`config.mk`:
```
export PLATFORM = sky130hd
export DESIGN_NAME = vec_mem_arbiter
export DESIGN_NICKNAME = d
export VERILOG_FILES = /design/src/rtl/vec_mem_pkg.sv /design/src/rtl/vec_mem_prio_sel.sv /design/src/rtl/vec_mem_arbiter.sv
export SDC_FILE = /design/constraint.sdc
export NUM_CORES = 1
export LEC_CHECK = 0
export CORE_AREA = 2 2 121 123
export CTS_BUF_LIST = sky130_fd_sc_hd__clkbuf_4
export CTS_CLUSTER_SIZE = 25
export DETAILED_ROUTE_END_ITERATION = 7
export DIE_AREA = 0 0 123 125
export DONT_BUFFER_PORTS = 1
export PLACE_DENSITY = 0.59
export SYNTH_ARGS = -nofsm -noshare
export SYNTH_HDL_FRONTEND = slang
export SYNTH_SLANG_ARGS = --single-unit
```
`constraint.sdc`:
```
create_clock -name clk -period 5.8 [get_ports clk]
set_clock_uncertainty 0.1 [all_clocks]
set_input_delay 0.58 -clock clk [delete_from_list [all_inputs] [get_ports clk]]
set_output_delay 0.58 -clock clk [all_outputs]
set_load 0.005 [all_outputs]
```
`src/rtl/vec_mem_pkg.sv`:
```
// Shared definitions for the vector/CPU memory arbiter family.
// Holds the arbiter state encoding, port identifiers and the read strobe value.
package vec_mem_pkg;

  typedef enum logic [1:0] {
    IDLE    = 2'd0,
    GNT_CPU = 2'd1,
    GNT_VEC = 2'd2
  } arb_state_t;

  localparam logic       PORT_CPU   = 1'b0;
  localparam logic       PORT_VEC   = 1'b1;
  localparam logic [3:0] WSTRB_READ = 4'b0000;
  localparam int         WAIT_W     = 4;

endpackage

```
`src/rtl/vec_mem_prio_sel.sv`:
```
// Combinational winner selection for the two-port memory arbiter.
// Ports:
//   cpu_valid, vec_valid : pending requests
//   vec_high_prio        : 1 = vector port is the default winner
//   promote              : low-priority port has waited MAX_WAIT lost grants
//   req                  : any request pending
//   winner               : PORT_CPU / PORT_VEC
//   wait_inc, wait_clr   : wait counter update for this grant
module vec_mem_prio_sel
  import vec_mem_pkg::*;
(
  input  logic cpu_valid,
  input  logic vec_valid,
  input  logic vec_high_prio,
  input  logic promote,
  output logic req,
  output logic winner,
  output logic wait_inc,
  output logic wait_clr
);

  logic low_valid;
  logic high_valid;
  logic low_port;

  assign low_port   = vec_high_prio ? PORT_CPU : PORT_VEC;
  assign low_valid  = vec_high_prio ? cpu_valid : vec_valid;
  assign high_valid = vec_high_prio ? vec_valid : cpu_valid;

  always_comb begin
    req      = cpu_valid | vec_valid;
    winner   = ~low_port;
    wait_inc = 1'b0;
    wait_clr = 1'b0;
    if (high_valid && low_valid) begin
      if (promote) begin
        winner   = low_port;
        wait_clr = 1'b1;
      end else begin
        winner   = ~low_port;
        wait_inc = 1'b1;
      end
    end else if (low_valid) begin
      // Any grant to the low-priority port restarts its starvation count.
      winner   = low_port;
      wait_clr = 1'b1;
    end
  end

endmodule

```
`src/rtl/vec_mem_arbiter.sv`:
```
// Two-master (CPU core, vector coprocessor) to one-slave arbiter on the
// picorv32 native memory interface.
// Ports:
//   clk, reset          : clock, async active-high reset
//   cpu_mem_*           : core request port (valid/instr/addr/wdata/wstrb in,
//                         ready/rdata out)
//   vec_mem_*           : coprocessor request port (valid/addr/wdata/wstrb in,
//                         ready/rdata out)
//   mem_*               : registered request to memory, ready/rdata back
//   grant_vec           : vector port owns the bus
//   busy                : arbiter not idle
//   err_timeout         : sticky, a grant waited TIMEOUT cycles for mem_ready
module vec_mem_arbiter
  import vec_mem_pkg::*;
#(
  parameter bit VEC_HIGH_PRIO = 1'b1,
  parameter int MAX_WAIT      = 4,
  parameter int TIMEOUT       = 255
) (
  input  logic        clk,
  input  logic        reset,
  input  logic        cpu_mem_valid,
  input  logic        cpu_mem_instr,
  input  logic [31:0] cpu_mem_addr,
  input  logic [31:0] cpu_mem_wdata,
  input  logic [3:0]  cpu_mem_wstrb,
  output logic        cpu_mem_ready,
  output logic [31:0] cpu_mem_rdata,
  input  logic        vec_mem_valid,
  input  logic [31:0] vec_mem_addr,
  input  logic [31:0] vec_mem_wdata,
  input  logic [3:0]  vec_mem_wstrb,
  output logic        vec_mem_ready,
  output logic [31:0] vec_mem_rdata,
  output logic        mem_valid,
  output logic        mem_instr,
  output logic [31:0] mem_addr,
  output logic [31:0] mem_wdata,
  output logic [3:0]  mem_wstrb,
  input  logic        mem_ready,
  input  logic [31:0] mem_rdata,
  output logic        grant_vec,
  output logic        busy,
  output logic        err_timeout
);

  arb_state_t        state;
  arb_state_t        state_nxt;
  logic [WAIT_W-1:0] wait_cnt;
  logic [7:0]        tout_cnt;
  logic              req;
  logic              winner;
  logic              wait_inc;
  logic              wait_clr;
  logic              granted;

  vec_mem_prio_sel u_prio_sel (
    .cpu_valid     (cpu_mem_valid),
    .vec_valid     (vec_mem_valid),
    .vec_high_prio (VEC_HIGH_PRIO),
    .promote       (wait_cnt == WAIT_W'(MAX_WAIT)),
    .req           (req),
    .winner        (winner),
    .wait_inc      (wait_inc),
    .wait_clr      (wait_clr)
  );

  assign granted = (state != IDLE);

  always_ff @(posedge clk or posedge reset) begin
    if (reset) state <= IDLE;
    else       state <= state_nxt;
  end

  always_comb begin
    state_nxt = state;
    case (state)
      IDLE:             if (req) state_nxt = (winner == PORT_VEC) ? GNT_VEC : GNT_CPU;
      GNT_CPU, GNT_VEC: if (mem_ready) state_nxt = IDLE;
      default:          state_nxt = IDLE;
    endcase
  end

  always_ff @(posedge clk or posedge reset) begin
    if (reset) begin
      mem_valid   <= 1'b0;
      mem_instr   <= 1'b0;
      mem_addr    <= '0;
      mem_wdata   <= '0;
      mem_wstrb   <= WSTRB_READ;
      grant_vec   <= 1'b0;
      err_timeout <= 1'b0;
      wait_cnt    <= '0;
      tout_cnt    <= '0;
    end else if (!granted && req) begin
      mem_valid <= 1'b1;
      grant_vec <= (winner == PORT_VEC);
      mem_instr <= (winner == PORT_CPU) & cpu_mem_instr;
      mem_addr  <= (winner == PORT_VEC) ? vec_mem_addr  : cpu_mem_addr;
      mem_wdata <= (winner == PORT_VEC) ? vec_mem_wdata : cpu_mem_wdata;
      mem_wstrb <= (winner == PORT_VEC) ? vec_mem_wstrb : cpu_mem_wstrb;
      tout_cnt  <= '0;
      if (wait_clr)                     wait_cnt <= '0;
      else if (wait_inc && !(&wait_cnt)) wait_cnt <= wait_cnt + 1'b1;
    end else if (granted) begin
      if (mem_ready) begin
        mem_valid <= 1'b0;
        mem_instr <= 1'b0;
        grant_vec <= 1'b0;
      end else begin
        if (!(&tout_cnt)) tout_cnt <= tout_cnt + 1'b1;
        // Flag on the edge where the count reaches TIMEOUT; the transfer continues.
        if (tout_cnt == 8'(TIMEOUT - 1)) err_timeout <= 1'b1;
      end
    end
  end

  assign busy          = granted;
  assign cpu_mem_ready = (state == GNT_CPU) & mem_ready;
  assign vec_mem_ready = (state == GNT_VEC) & mem_ready;
  assign cpu_mem_rdata = mem_rdata;
  assign vec_mem_rdata = mem_rdata;

endmodule

```
Word level (Yosys, flattened, before mapping) --
Index checks and enable logic that the tools add are counted.
Storage, ports and cells: bits in registers 86, input port bits 174, logic and storage cells 70
Operators by class: $add $sub $neg 2, eq/ne operators 8, muxes and demuxes 25, bitwise operators 7, reduce and logical (&&, ||, !) cells 18
Operators by type and width (count):
- two-way mux 32 bit | 2
- two-way mux 8 bit | 4
- two-way mux 1 bit | 12
- two-way mux 4 bit | 3
- adder 8 x 1 -> 8 bit, second input constant | 1
- equality test 8 bit, second input constant | 1
- AND reduction 4 bit | 2
- AND reduction 8 bit | 1
- nonzero test 2 bit | 4
- two-way mux 2 bit | 3
- != test 2 bit, second input constant | 3
- AND reduction 2 bit | 3
- adder 4 x 1 -> 4 bit, second input constant | 1
- equality test 4 x 3 -> 1 bit, second input constant | 1
- case mux 2 bit (2 select lines) | 1
- bitwise AND 1 bit | 3
- logical AND 1 bit | 3
- NOT 1 bit | 3
- AND reduction 3 bit | 1
- equality test 2 x 1 -> 1 bit, second input constant | 1
- equality test 2 bit, second input constant | 1
- zero test 1 bit | 2
- zero test 2 bit | 1
- != test 2 x 1 -> 1 bit, second input constant | 1
- 2 further kinds | 2

Depth between registers and ports, before layout --
Gate-level depths: netlist of run 1.
depth in word-level cells 6, depth in mapped cells 9, depth with buffers taken out 6

Cells and area by module --
Synthesis of run 1 repeated with hierarchy kept, for this count alone.
Second synthesis, totals: cells, all modules 480, area total of the unflattened synthesis 4723.3 µm²
By module, submodules not included:
- vec_mem_arbiter | instances 1, cells an instance 473, area each 4660.7 µm², seq. area each 2152.1 µm²
- vec_mem_prio_sel | instances 1, cells an instance 7, area each 62.6 µm², seq. area each 0.0 µm²

Worst setup path after synthesis of run 1 --
Ideal clock, no wire load.
path type register -> register, from register state[0], to register tout_cnt[7], arrival time 1.562 ns, path slack 4.061 ns, cell stages (with the launch flop) 8, clock period less this slack 1.739 ns, cell sequence dfrtp_1 > inv_1 > ha_1 > buf_6 > and4bb_4 > o211ai_4 > or3_1 > a21oi_1
On the way: longest elaborated chain between the ends 5
RTL lines:
- start, declared | line vec_mem_arbiter.sv:47 | arb_state_t state;
- start signal, assigned | line vec_mem_arbiter.sv:72 | else state <= state_nxt;
- nonzero test 2 bit * | line vec_mem_arbiter.sv:68 | assign granted = (state != IDLE);
- zero test 1 bit | line vec_mem_arbiter.sv:95 | end else if (!granted && req) begin
- logical AND 1 bit | line vec_mem_arbiter.sv:95
- != test 2 bit (no source line) (tied with other cells)
- AND reduction 3 bit (no source line)
- end signal, assigned | line vec_mem_arbiter.sv:111 | if (!(&tout_cnt)) tout_cnt <= tout_cnt + 1'b1;
- end, declared | line vec_mem_arbiter.sv:50 | logic [7:0] tout_cnt;
Every way passes the cells marked *; elsewhere a longest branch is shown, timed or not. A chain may end at the register's enable or synchronous reset.

Worst setup path in the final report of run 1 --
from register state[0], to register wait_cnt[3]
On the way: longest elaborated chain between the ends 4
RTL lines:
- nonzero test 2 bit | line vec_mem_arbiter.sv:68
- named net busy | line vec_mem_arbiter.sv:43 | output logic busy,
- zero test 1 bit | line vec_mem_arbiter.sv:95
- logical AND 1 bit | line vec_mem_arbiter.sv:95
- AND reduction 2 bit (no source line)
- end signal, assigned | line vec_mem_arbiter.sv:104 | else if (wait_inc && !(&wait_cnt)) wait_cnt <= wait_cnt + 1'b1;
- end, declared | line vec_mem_arbiter.sv:49 | logic [WAIT_W-1:0] wait_cnt;
The timed path passes the listed nets, and every way through them passes these cells.

==> results of run 1 <==
## sequential cells by signal, indices dropped and copies added, names as in the netlist
register / cells
mem_wdata: 32
mem_addr: 32
err_timeout: 1
mem_instr: 1
mem_valid: 1
grant_vec: 1
state: 2
mem_wstrb: 4
tout_cnt: 8
wait_cnt: 4
## stage by stage
step           setup slack (ns)  hold WS, ns  area (µm²)  std cells  utilization, %
6_report                   3.42        0.102        4430        575            31.2
5_1_grt                    3.20       0.0581        4430        575            31.2
4_1_cts                    3.43       0.0470        4430        575            31.2
3_5_place_dp               3.44        0.403        4270        559            30.0
3_3_place_gp               3.54        0.399        4270        559            30.0
2_1_floorplan              2.90        0.368        4710        459               -
## logic make-up after synthesis
family	Yosys count	share of synthesized area (%)
xor gates and xnor gates	2	0.372
and+or+nand+nor	104	9.54
adders and majority gates	7	1.86
DFF	86	45.7
muxes	72	15.4
AOI/OAI and AO/OA	92	11.2
buffers and inverters	96	16.0
## cell usage after synthesis, types with 3 or more instances
cell type,count
nor2_1,76
dfrtp_1,86
o21ai_0,5
a21oi_1,73
buf_12,8
ha_1,7
nand3_1,3
inv_1,7
buf_4,64
nand2_1,9
mux2i_1,70
buf_2,14
nand4_1,3
## power breakdown
| group | switching (W) | total, W | internal [W] |
|---|---|---|---|
| registers | 0.000227 | 0.00109 | 0.000863 |
| clock network | 0.000207 | 0.000386 | 0.000179 |
| logic | 0.000364 | 0.000591 | 0.000227 |
| total | 0.000798 | 0.00207 | 0.00127 |
## worst min-delay path by stage
stage / endpoint / cells past startpoint / from / slack [ns]
2_1_floorplan: err_timeout / 1 / err_timeout / 0.37
3_3_place_gp: tout_cnt[3] / 1 / tout_cnt[3] / 0.40
3_5_place_dp: tout_cnt[3] / 1 / tout_cnt[3] / 0.40
4_1_cts: mem_valid / 1 / mem_ready / 0.05
5_1_grt: mem_valid / 1 / mem_ready / 0.06
6_report: mem_valid / 1 / mem_ready / 0.10
## final cells by class
| cell class | count | area, µm² | area share [%] |
|---|---|---|---|
| clock inverters | 5 | 83.8 | 1.89 |
| flip-flops and latches | 86 | 2150 | 48.5 |
| repair buffers | 6 | 47.5 | 1.07 |
| clock buffers | 10 | 75.1 | 1.69 |
| well taps | 184 | 230 | 5.19 |
| inverters | 7 | 27.5 | 0.621 |
| multi-input cells | 277 | 1820 | 41.0 |
## per-layer routing
layer	part of all wire [%]	vias to the layer above	track usage [%]	wire, µm
met2	53	182	22.9	5450
met1	35	1369	12.8	3590
li1	-	1363	-	-
met5	0	-	0	0
met4	1.5	0	5.08	153
met3	11	16	4.52	1100
## worst max-delay path, stage by stage (launching register included)
cell     delay [ns]
dfrtp_1        0.43
inv_1          0.10
ha_1           0.30
inv_1          0.18
nor2_4         0.13
buf_4          0.51
a21oi_1        0.21
a211o_1        0.33
==> results.cfg, run 1 <==
[outcome]
status = finished clean

[synthesis]
synth_seq_cells = 86
syn_area_um2 = 4710
ys_seq_area_share_pct = 45.7
synth_top_area_cell = dfrtp_1
synth-edff-count = 0
synth_fp_nets = 640
ys.flop_type = dfrtp_1
synthDistinctLibCells = 40
syn_inst = 459
postSynth.asyncResetShare_pct = 100
ys_top_cells_by_area = dfrtp_1 46%, mux2i_1 15%, buf_4 10%, a21oi_1 7.8%, nor2_1 6.1%
synth.top_cell.area_share_pct = 45.7
synth.avg_cell_area_um2 = 10.3
synth_warnings = 0

[finish]
n_antenna_cell = 0
layout_common_cells = 86 x dfrtp_1, 75 x nor2_1, 73 x a21oi_1
drive_gt1_share_pct = 7.42
layout_commonest_cell = dfrtp_1
nFillCells = 1461
nets = 568
area_growth_pct = -5.87

[clocking]
h-tree-depth = 3
cts_tree = built
path_clk_slew_ns = 0.14
cts_buffers = 9
cts_buffer_depth = 2
cts.sink_count = 86
ctsRootBufferMaster = clkbuf_4
clock_latency_ns = 0.44
hold_buffers = 1
post_cts_buffers = 0
cts_resized = 0

[timing]
relSlewSlack_pct = 49.8
rsz0062_at_grt = no
finalSetupViolCount = 0
clock.fmax_ghz = 0.420
max_slew.worst_pin.slew_ns = 0.754
setup_tns_ns = 0
finalMaxSlewViolations = 0
fin_crit_ns = 2.38
hold_viol = 0
fin_crit_sh_pct = 41.1

[drt]
post_drt_wl_per_cell_um = 17.9
ant_nets = 0
drt-initial-drc-count = 130
num_vias = 2930
drc = 0
drt_first_pass_iters = 4
routed_wl_mm = 10.3
vias_per_cell = 5.10

[floorplan]
dieHeight_um = 125
dieArea_um2 = 15400
die_x_um = 123
rows = 44
start_util_pct = 33.2
io_pins = 313
core_um2 = 14200

[critical_path]
crit_end = wait_cnt[3]
crit_arrival_ns = 2.63
worstPathRequired_ns = 6.05
reg2reg_from = state[0]
crit_path_start_kind = flop
reg2reg_setup_slack_ns = 3.42
rr_endpoint = wait_cnt[3]
critPathMaxFanout = 67
worst_r2r_path_depth = 7
startpoint = state[0]
critical_path.endpoint_type = flop
critPathKind = reg -> reg

[placement]
port_buffers = 0
dpl.hpwl_mm = 7.96
gp_congestion = 0.667

[job]
drv_cap = 0

[pwr]
p_per_area_nw_per_um2 = 466
total_power_w = 0.00207
leakage_nw = 1.81
ir_worst_vdd_mv = 0.196

[hold_path]
hp-class = in -> reg

[grt]
overflow = 0
antenna_found_initial = 0
first_global_vias = 2838
track_usage_pct = 12.6
grt_max_degree = 81
grt_pass1_wl_mm = 14.8
(Power assumes the default switching activity.)
==> run 2: changes to the inputs <==
ABC_AREA = 1   (was default)
PLACE_DENSITY = 0.62   (was 0.59)
clock period = 2.4 ns   (was 5.8 ns; I/O delays follow)
==> run 2 against run 1 <==
Critical endpoint is now mem_wdata[19]. Sequential power rose by 150%. Sequential cell count is the same. Area after synthesis grew 6.0%. Sequential share of layout area shrank 15 points. Critical path depth rose by 3. Setup slack got worse by 3.3 ns. Wire length is 29% higher. Design area up 44%. Largest power group is now combinational cells. Via count up 53%.
==> results.cfg, run 2 <==
[floorplan]
io_pins = 313
dieHeight_um = 125
core_um2 = 14200
start_util_pct = 35.2
dieArea_um2 = 15400
die_x_um = 123
rows = 44

[grt]
grt_pass1_wl_mm = 21.0
antenna_found_initial = 0
grt.met3_usage_pct = 4.93
use_met2_pct = 29.5
overflow = 0
top_usage_layer = met2
grt_max_degree = 81
first_global_vias = 4469
use_met1_pct = 19.6
track_usage_pct = 17.2

[outcome]
status = finished clean

[timing]
finalMaxSlewViolations = 0
hold_viol = 0
clock.fmax_ghz = 0.445
relSlewSlack_pct = 58.4
finalSetupViolCount = 0
fin_crit_sh_pct = 93.7
setup_tns_ns = 0
fin_crit_ns = 2.25
max_slew.worst_pin.slew_ns = 0.621
worst_slack_ns = 0.152

[critical_path]
critPathMaxFanout = 69
worstPathRequired_ns = 2.64
path_cells = inv_1, ha_1, nand3_1, nand2_2, nand2_4, buf_12, nand2_1, nand2_1, o21ai_1, dlygate4sd3_1
max_stage_delay_ns = 0.57
path_delay_family = buffers and inverters
startpoint = wait_cnt[0]
cpMaxStageDelayCell = dlygate4sd3_1
crit_path_frequent_cell = nand2_1
crit_path_start_kind = flop
critPathKind = reg -> reg
crit_arrival_ns = 2.49
cp.buffers_inverters = 3
critical_path.endpoint_type = flop
reg2reg_from = wait_cnt[0]

[pwr]
clockPowerShare_pct = 14.2
p_int_w = 0.00422
leakage_nw = 3.30
ir_worst_vdd_mv = 0.683
p_per_area_nw_per_um2 = 1050
p_seq_share_pct = 40.2
swShare_pct = 37.3
combPwrFrac_pct = 45.6
p_switching_w = 0.00251

[clocking]
ctsRootBufferMaster = clkbuf_4
clock_latency_ns = 0.45
cts_buffers = 9
cts_tree = built
cts.sink_count = 86
path_clk_slew_ns = 0.13
h-tree-depth = 3
cts_buffer_depth = 2

[finish]
n_antenna_cell = 0
final_area_um2 = 6380
reg_top3 = mem_addr x32, mem_wdata x32, tout_cnt x8
layout_commonest_cell = nand2_1
fin_cells = 977
area_growth_pct = 27.8
drive_gt1_share_pct = 4.41
nets = 969
nFillCells = 1385
layout_common_cells = 251 x nand2_1, 142 x dlygate4sd3_1, 89 x inv_1

[placement]
dpl.hpwl_mm = 7.93
port_buffers = 0
dp_slack_ns = 0.606
place_area_um2 = 4780
dp_cells = 817
gp_congestion = 0.757

[drt]
ant_nets = 0
drt-initial-drc-count = 162
drc = 0
post_drt_wl_per_cell_um = 13.6
vias_per_cell = 4.59
drt_first_pass_iters = 5
num_vias = 4482
routed_wl_mm = 13.3

[synthesis]
synthDistinctLibCells = 22
synth.avg_cell_area_um2 = 6.98
synthMostInstantiatedCell = nand2_1
synth_top_area_cell = dfrtp_1
ys_top_cells_by_area = dfrtp_1 43%, nand2_1 19%, buf_4 9.8%, inv_1 6.8%, o21ai_1 6.7%
synth-edff-count = 0
postSynth.asyncResetShare_pct = 100
ys_seq_area_share_pct = 43.1
synth_seq_cells = 86
synth.top_cell.area_share_pct = 43.1
syn_inst = 715
syn_area_um2 = 4990
ys.flop_type = dfrtp_1
synth_warnings = 0
synth_fp_nets = 896
synthTopCellsByCount = 252 x nand2_1, 90 x inv_1, 86 x dfrtp_1, 86 x nor2_1, 67 x o21ai_1

[job]
drv_cap = 0

[hold_path]
worstHoldStart = cpu_mem_valid
hp-class = in -> reg
==> run 2: logic make-up after synthesis <==
group | count (synthesis) | synth area share, %
and+or+nand+nor | 355 | 27.3
adders and majority gates | 7 | 1.75
AOI/OAI and AO/OA | 80 | 8.22
xor gates and xnor gates | 2 | 0.351
buffers and inverters | 185 | 19.3
DFF | 86 | 43.1
==> run 2: layer usage <==
layer / up-vias / wire length (µm) / part of all wire, %
li1: 2227 / - / -
met1: 2043 / 5390 / 41
met2: 179 / 6500 / 49
met3: 33 / 993 / 7.5
met4: 0 / 366 / 2.8
met5: - / 0 / 0
==> run 2: final timing paths <==
kind / to / slack (ns) / depth (start not counted)
max reg2reg: mem_wdata[19] / 0.15 / 10
min in group asynchronous: mem_wdata[17] / 0.12 / 2
max: mem_wdata[19] / 0.15 / 10
max in group asynchronous: mem_addr[8] / 1.39 / 3
min: state[1] / 0.07 / 5
min reg2reg: wait_cnt[3] / 0.43 / 2
==> run 2: layout make-up <==
type                            instances  area [µm²]  share of cell area, %
Sequential cell                        86        2150                   33.7
Multi-Input combinational cell        444        1890                   29.6
Timing Repair Buffer                  156        1600                   25.1
Inverter                               91         345                   5.41
Tap cell                              184         230                   3.61
Clock buffer                           12        90.1                   1.41
Clock inverter                          4        71.3                   1.12
==> run 2: power groups by stage <==
stage | logic, W | registers, W | clock network (W)
6_report | 0.00307 | 0.00270 | 0.000953
5_1_grt | 0.00346 | 0.00279 | 0.00105
4_1_cts | 0.00300 | 0.00271 | 0.000998
3_5_place_dp | 0.00191 | 0.00272 | 0
3_3_place_gp | 0.00186 | 0.00273 | 0
2_1_floorplan | 0.00154 | 0.00254 | 0
==> run 2: worst reg2reg max path, stage by stage, from the launching register on <==
cell and delay [ns]:
dfrtp_1 0.39, inv_1 0.07, ha_1 0.19, nand3_1 0.11
nand2_2 0.07, nand2_4 0.08, buf_12 0.25, nand2_1 0.17
nand2_1 0.08, o21ai_1 0.06, dlygate4sd3_1 0.57
==> run 2: through the flow <==
stage	power, W	utilization [%]	hold slack [ns]
2_1_floorplan	0.00408	-	0.284
3_5_place_dp	0.00464	33.7	-0.0131
6_report	0.00672	44.9	0.0682
5_1_grt	0.00730	44.9	0.0635
3_3_place_gp	0.00458	33.7	-0.0187
4_1_cts	0.00670	44.8	0.00137
==> run 2: what timing repair did <==
| action | 4_1_cts | 5_1_grt |
|---|---|---|
| hold endpoints to repair | 162 | 0 |
| gates resized for setup | 0 | 1 |
| buffers inserted | 0 | 2 |
| hold buffers | 142 | 0 |
| endpoints found under the setup margin | 0 | 17 |
==> run 3: changes to the inputs <==
clock period = 2.5 ns   (was 2.4 ns; I/O delays follow)
==> run 3 against run 2 <==
Final cell count shrank 0.72%. Critical path depth shrank 2. Register-to-register slack gained 0.04 ns. Sequential share of layout area grew 0.78 points. Largest cell class unchanged. Largest power group unchanged. Sequential cell count is the same. Clock-buffer cell count shrank 1. Critical path type unchanged. Worst hold slack lost 0.010 ns. Power shrank 8.3%.
==> results.cfg, run 3 (same netlist as run 2, synthesis figures left out) <==
[critical_path]
reg2reg_from = state[0]
worst_r2r_path_depth = 8
crit_path_start_kind = flop
critical_path.endpoint_type = flop
crit_arrival_ns = 2.60
worstPathRequired_ns = 2.80
critPathMaxFanout = 35
startpoint = state[0]
critPathKind = reg -> reg

[pwr]
ir_worst_vdd_mv = 0.464
clockPowerShare_pct = 11.3
swShare_pct = 38.8
p_switching_w = 0.00239
p_int_w = 0.00378
p_per_area_nw_per_um2 = 989
combPwrFrac_pct = 46.6
leakage_nw = 3.23
p_seq_share_pct = 42.1

[placement]
dpl.hpwl_mm = 7.94
port_buffers = 0
gp_congestion = 0.761
place_area_um2 = 4710

[grt]
track_usage_pct = 17.4
use_met2_pct = 29.7
grt.met3_usage_pct = 5.20
overflow = 0
top_usage_layer = met2
antenna_found_initial = 0
use_met1_pct = 19.6
grt_max_degree = 87
first_global_vias = 4483
grt_pass1_wl_mm = 21.1

[drt]
drt_first_pass_iters = 5
vias_per_cell = 4.59
post_drt_wl_per_cell_um = 13.5
drt-initial-drc-count = 159
drc = 0
num_vias = 4457
routed_wl_mm = 13.1
ant_nets = 0

[finish]
drive_gt1_share_pct = 3.56
final_area_um2 = 6240
reg_top3 = mem_addr x32, mem_wdata x32, tout_cnt x8
layout_common_cells = 252 x nand2_1, 141 x dlygate4sd3_1, 89 x inv_1
n_antenna_cell = 0
nFillCells = 1424
final_util_pct = 43.9
ff_latch_area_um2 = 2150
area_growth_pct = 24.9
nets = 962
layout_commonest_cell = nand2_1
multi_input_area_um2 = 1890

[timing]
fin_crit_ns = 2.31
hold_viol = 0
relSlewSlack_pct = 57.9
setup_tns_ns = 0
finalMaxSlewViolations = 0
max_slew.worst_pin.slew_ns = 0.630
finalSetupViolCount = 0
clock.fmax_ghz = 0.434
fin_crit_sh_pct = 92.2
rsz0062_at_grt = no

[floorplan]
io_pins = 313
core_um2 = 14200
rows = 44
start_util_pct = 35.2
dieArea_um2 = 15400
die_x_um = 123
dieHeight_um = 125

[clocking]
h-tree-depth = 3
cts.sink_count = 86
cts_buffers = 9
cts_tree = built
cts_buffer_depth = 2
ctsRootBufferMaster = clkbuf_4
path_clk_slew_ns = 0.14
clock_latency_ns = 0.45

[job]
drv_cap = 0

[outcome]
status = finished clean

[hold_path]
hp-class = in -> reg
worstHoldStart = mem_ready
min_path_cells = 3
==> run 3: cell types whose count changed in the layout (fill, tap and decap cells not counted), sizes merged <==
| cell | delta |
|---|---|
| buf | -6 |
| clkinv | +3 |
| clkbuf | -1 |
| bufinv | -2 |
| dlygate4sd3 | -1 |
==> run 3: power groups by stage <==
| stage | sequential (W) | clock, W | combinational, W |
|---|---|---|---|
| finish | 0.00259 | 0.000698 | 0.00287 |
| global route | 0.00268 | 0.000801 | 0.00327 |
| CTS | 0.00260 | 0.000755 | 0.00282 |
| detailed placement | 0.00262 | 0 | 0.00178 |
| global placement | 0.00262 | 0 | 0.00172 |
| floorplan | 0.00244 | 0 | 0.00148 |
==> run 3: what timing repair did <==
action | in CTS | in global routing
resized for setup | 0 | 1
hold buffers | 141 | 0
buffers inserted | 0 | 0
setup endpoints to repair | 0 | 2
hold endpoints to repair | 159 | 0
==> run 3: worst paths after layout <==
kind,end,slack [ns]
worst max-delay path,mem_addr[5],0.19
worst min-delay path,tout_cnt[1],0.06
worst max register to register,mem_addr[5],0.19
worst min register to register,wait_cnt[3],0.43
max in group asynchronous,mem_wdata[17],1.59
min in group asynchronous,mem_wdata[14],0.25
==> run 3: worst max-delay path, stage by stage (launching register included) <==
cell,delay (ns)
dfrtp_1,0.43
inv_1,0.09
ha_1,0.24
o21ai_4,0.12
inv_2,0.07
buf_4,0.36
nand2_1,0.12
o21ai_1,0.15
dlygate4sd3_1,0.56
==> run 3: metrics by stage <==
| stage | hold WS, ns | worst slack (ns) | power [W] | instances |
|---|---|---|---|---|
| final | 0.0580 | 0.195 | 0.00617 | 970 |
| after global routing | 0.0403 | 0.0408 | 0.00675 | 970 |
| after CTS | 0.000353 | 0.225 | 0.00617 | 970 |
| after detailed placement | 0.200 | 0.647 | 0.00439 | 813 |
| after global placement | 0.199 | 0.721 | 0.00434 | 813 |
| after floorplan | 0.294 | 0.994 | 0.00392 | 715 |
==> run 3: layer usage <==
metal	vias up	part of all wire, %
met5	-	0
met4	0	2.7
met3	32	7.7
met2	184	49
met1	2025	40
li1	2216	-
==> run 3: cell type report <==
type,instances,area share (%)
Timing Repair Buffer,149,24.2
Inverter,91,5.54
Tap cell,184,3.69
Clock buffer,11,1.32
Sequential cell,86,34.5
Multi-Input combinational cell,444,30.3
Clock inverter,5,0.421
